<file path="src/rtl/regfile_mp.sv">
// Parametrised multi-port register file with write-conflict priority and busy scoreboard.
// Optional same-cycle write-to-read forwarding is enabled by defining REGFILE_MP_WR_BYPASS_EN.
module regfile_mp #(
    parameter int DATA_W = 16,
    parameter int ADDR_W = 3,
    parameter int NUM_WR = 2,
    parameter int NUM_RD = 2
) (
    input  logic                        clk,
    input  logic                        rst,
    input  logic [NUM_WR-1:0]           wr_en,
    input  logic [NUM_WR*ADDR_W-1:0]    wr_addr,
    input  logic [NUM_WR*DATA_W-1:0]    wr_data,
    input  logic [NUM_RD*ADDR_W-1:0]    rd_addr,
    output logic [NUM_RD*DATA_W-1:0]    rd_data,
    input  logic                        busy_set,
    input  logic [ADDR_W-1:0]           busy_addr,
    output logic [(2**ADDR_W)-1:0]      busy,
    output logic [(2**ADDR_W)*DATA_W-1:0] regs_flat
);

    localparam int NREGS = 2**ADDR_W;

    logic [DATA_W-1:0] mem [NREGS];

    // Ascending port order lets the highest-numbered port's assignment land last and win.
    // A busy_set after the write-clears keeps a freshly issued producer marked pending.
    always_ff @(posedge clk) begin
        if (rst) begin
            for (int r = 0; r < NREGS; r++) begin
                mem[r] <= '0;
            end
            busy <= '0;
        end else begin
            for (int i = 0; i < NUM_WR; i++) begin
                if (wr_en[i]) begin
                    mem[wr_addr[i*ADDR_W +: ADDR_W]]  <= wr_data[i*DATA_W +: DATA_W];
                    busy[wr_addr[i*ADDR_W +: ADDR_W]] <= 1'b0;
                end
            end
            if (busy_set) begin
                busy[busy_addr] <= 1'b1;
            end
        end
    end

    for (genvar r = 0; r < NREGS; r++) begin : g_flat
        assign regs_flat[r*DATA_W +: DATA_W] = mem[r];
    end

    for (genvar j = 0; j < NUM_RD; j++) begin : g_rd
        logic [ADDR_W-1:0] ra;
        logic [DATA_W-1:0] val;

        assign ra = rd_addr[j*ADDR_W +: ADDR_W];

`ifdef REGFILE_MP_WR_BYPASS_EN
        // Forward from the highest-numbered matching write port, matching commit priority.
        always_comb begin
            val = mem[ra];
            if (!rst) begin
                for (int i = 0; i < NUM_WR; i++) begin
                    if (wr_en[i] && (wr_addr[i*ADDR_W +: ADDR_W] == ra)) begin
                        val = wr_data[i*DATA_W +: DATA_W];
                    end
                end
            end
        end
`else
        assign val = mem[ra];
`endif

        assign rd_data[j*DATA_W +: DATA_W] = val;
    end

endmodule

</file>
<file path="config.mk">
export PLATFORM = sky130hd
export DESIGN_NAME = regfile_mp
export DESIGN_NICKNAME = d
export VERILOG_FILES = /design/src/rtl/regfile_mp.sv
export SDC_FILE = /design/constraint.sdc
export NUM_CORES = 1
export LEC_CHECK = 0
export BUFFER_PORTS_ARGS = -buffer_cell sky130_fd_sc_hd__buf_2
export CORE_MARGIN = 4
export CORE_UTILIZATION = 35
export DETAILED_ROUTE_END_ITERATION = 10
export GPL_TIMING_DRIVEN = 0
export PLACE_DENSITY = 0.62
export SYNTH_ARGS = -nofsm -noshare
export SYNTH_HDL_FRONTEND = slang
export SYNTH_SLANG_ARGS = --single-unit
</file>
<file path="constraint.sdc">
create_clock -name clk -period 2.53 [get_ports clk]
set_input_delay 0.3795 -clock clk [delete_from_list [all_inputs] [get_ports clk]]
set_output_delay 0.3795 -clock clk [all_outputs]
set_load 0.01 [all_outputs]
</file>
==> metrics.yaml <==
layout.nets: 754
root_buffer: "clkbuf_16"
yosysTopAreaCell: "edfxtp_1"
synth_top_cell_area_share_pct: 49.5
grt_pass1_wl_mm: 41.0
slowest_delay_ps: 720
rsz0062_at_grt: "false"
hold_depth: 2
slew_viol_final: 0
required_ps: 2150
violations: "setup timing"
final_cells: 995
synth_cells: 502
final_area_sq_um: 9660
cp_num_cells: 5
gp_congestion: 0.830
insertion_delay_ps: 410
yosys_warnings: 0
drt-initial-drc-count: 601
relSlewSlack_pct: 2.40
overflow: 0
io_pins: 220
chipWidth_microns: 157
dp.cells: 963
status: "finished with violations"
power_frac_comb_pct: 17.6
synth_area_sq_um: 7760
clock-sinks: 136
cts_resized: 7
hpwl_mm: 20.3
dieArea_sq_um: 24600
setup_viol: 1
timing.fmax_mhz: 394
drc_errors: 0
p_seq_share_pct: 43.0
critPathKind: "in -> out"
path_cells: "buf_2 > clkbuf_1 > mux4_2 > mux2_2 > buf_2"
maxCapViolCount: 0
cp.arrival_ps: 2160
p_sw_w: 0.00172
ir_worst_vdd_mv: 0.458
gr-usage-all-layers_pct: 23.1
final_antenna_net_count: 0
synth_ff_type: "edfxtp_1"
clockBufferDepth: 2
via_per_inst: 6.19
place_area_sq_um: 9020
p_leak_nw: 3.68
fp.coreArea_sq_um: 21800
power_density_nw_per_um2: 676
hold_violations: 0
antenna_found_initial: 2
p_clk_share_pct: 39.4
p_int_w: 0.00481
synth-seq-cells: 136
grt_pass1_vias: 6142
path_max_fanout: 10
synth.distinct_cells: 34
hold_class: "in -> reg"
drtPass1Iterations: 5
synth_edf_count: 128
port_buffers: 181
initial_core_util_pct: 35.6
fin_ws_ps: -5.21
async_flop_share_pct: 0
holdBufCountCts: 0
cts_tree: "yes"
path_common_cell: "buf_2"
start_kind: "primary input"
end_kind: "output pin"
crit_buf_inv: 3
yosysSeqAreaShare_pct: 51.6
vias: 6162
antennaDiodeCount: 0
grt_max_degree: 18
row_count: 54
clk_pin_slew_worst_paths_ps: 60
numCtsBuffers: 17
htreeDepth: 4
clock_skew_ps: 0
post-place-ws_ps: -138
die_h_microns: 157
post_cts_buffers: 0
ys_top_cells_by_count: "128 x a22o_1, 128 x edfxtp_1, 64 x mux4_2"
layout-drive-gt1-share_pct: 48.3
fin_crit_sh_pct: 100
tightest_slew_ps: 1460
avgSynthCellArea_sq_um: 15.5
wl_per_cell_microns: 29.3
final.min_clock_period_ps: 2540
drt-total-wl_mm: 29.1
yosys-top-cells-area: "edfxtp_1 50%, mux4_2 19%, a22o_1 14%"
synth_fp_nets: 554
crit_path_top_delay_cell: "clkbuf_1"
area_delta_synth_final_pct: 24.4
reg2reg_depth: 2
path_delay_family: "buffers and inverters"
switching_share_pct: 26.4
-- worst reg2reg max path, cell delays in order, from the launching register on --
cell and delay [ps]:
dfxtp_1 310, inv_1 50, o32ai_1 60
-- sequential cells by signal (all words and copies together) (netlist names) --
register and cells:
busy 8, mem 128
-- metal layers --
| metal | wire [microns] | vias up | track usage [%] | part of all wire, % |
|---|---|---|---|---|
| met2 | 14500 | 408 | 38.9 | 50 |
| met5 | 27 | - | 0 | 0.093 |
| li1 | - | 2535 | - | - |
| met4 | 869 | 4 | 8.18 | 3.0 |
| met1 | 10700 | 3150 | 28.6 | 37 |
| met3 | 2980 | 65 | 6.24 | 10 |
-- cells in the final DEF, fill, tap and decap left out, types with 5 or more instances in the layout --
master and instances:
edfxtp_1 128, nand2b_1 5, a22o_1 128, buf_1 34, buf_2 195, mux2_2 32, clkbuf_16 17, clkbuf_1 11
nor2_1 7, nor3_2 5, dfxtp_1 8, mux4_2 64, inv_1 9
-- metrics by stage --
step | util (%) | power, W | TNS, ps | hold slack [ps]
after floorplan | - | 0.00347 | 0 | 478
after global placement | 41.3 | 0.00396 | -2280 | 453
after detailed placement | 41.3 | 0.00399 | -2960 | 464
after CTS | 44.2 | 0.00651 | 0 | 224
after global routing | 44.2 | 0.00672 | 0 | 247
final | 44.2 | 0.00653 | -5.21 | 235
-- power groups by stage --
stage / clock, W / sequential, W / combinational, W
after floorplan: 0 / 0.00288 / 0.000588
after global placement: 0 / 0.00283 / 0.00113
after detailed placement: 0 / 0.00285 / 0.00114
after CTS: 0.00256 / 0.00280 / 0.00115
after global routing: 0.00267 / 0.00282 / 0.00122
final: 0.00257 / 0.00281 / 0.00115
-- final cells by class --
type	count	area [sq um]
fillers	2002	12200
well taps	280	350
inverters	9	33.8
repair buffers	181	906
plain buffers	71	334
multi-input cells	286	3420
clock buffers	17	425
clock inverters	15	183
flip-flops and latches	136	4000
-- path summary, 6_finish.rpt --
| path | from | endpoint | slack [ps] |
|---|---|---|---|
| setup / recovery | rd_addr[2] | rd_data[13] | -5 |
| hold / removal | busy_addr[2] | busy[3] | 230 |
| setup reg to reg | busy[2] | busy[2] | 1910 |
| hold reg to reg | busy[0] | busy[0] | 470 |
-- logic make-up after synthesis --
logic type,count (synthesis),share of synthesized area [%]
simple gates,46,4.69
mux,96,23.2
flops,136,51.6
buf+inv,80,4.38
compound gates,144,16.1
No activity file was read; power rests on OpenSTA's default activity.
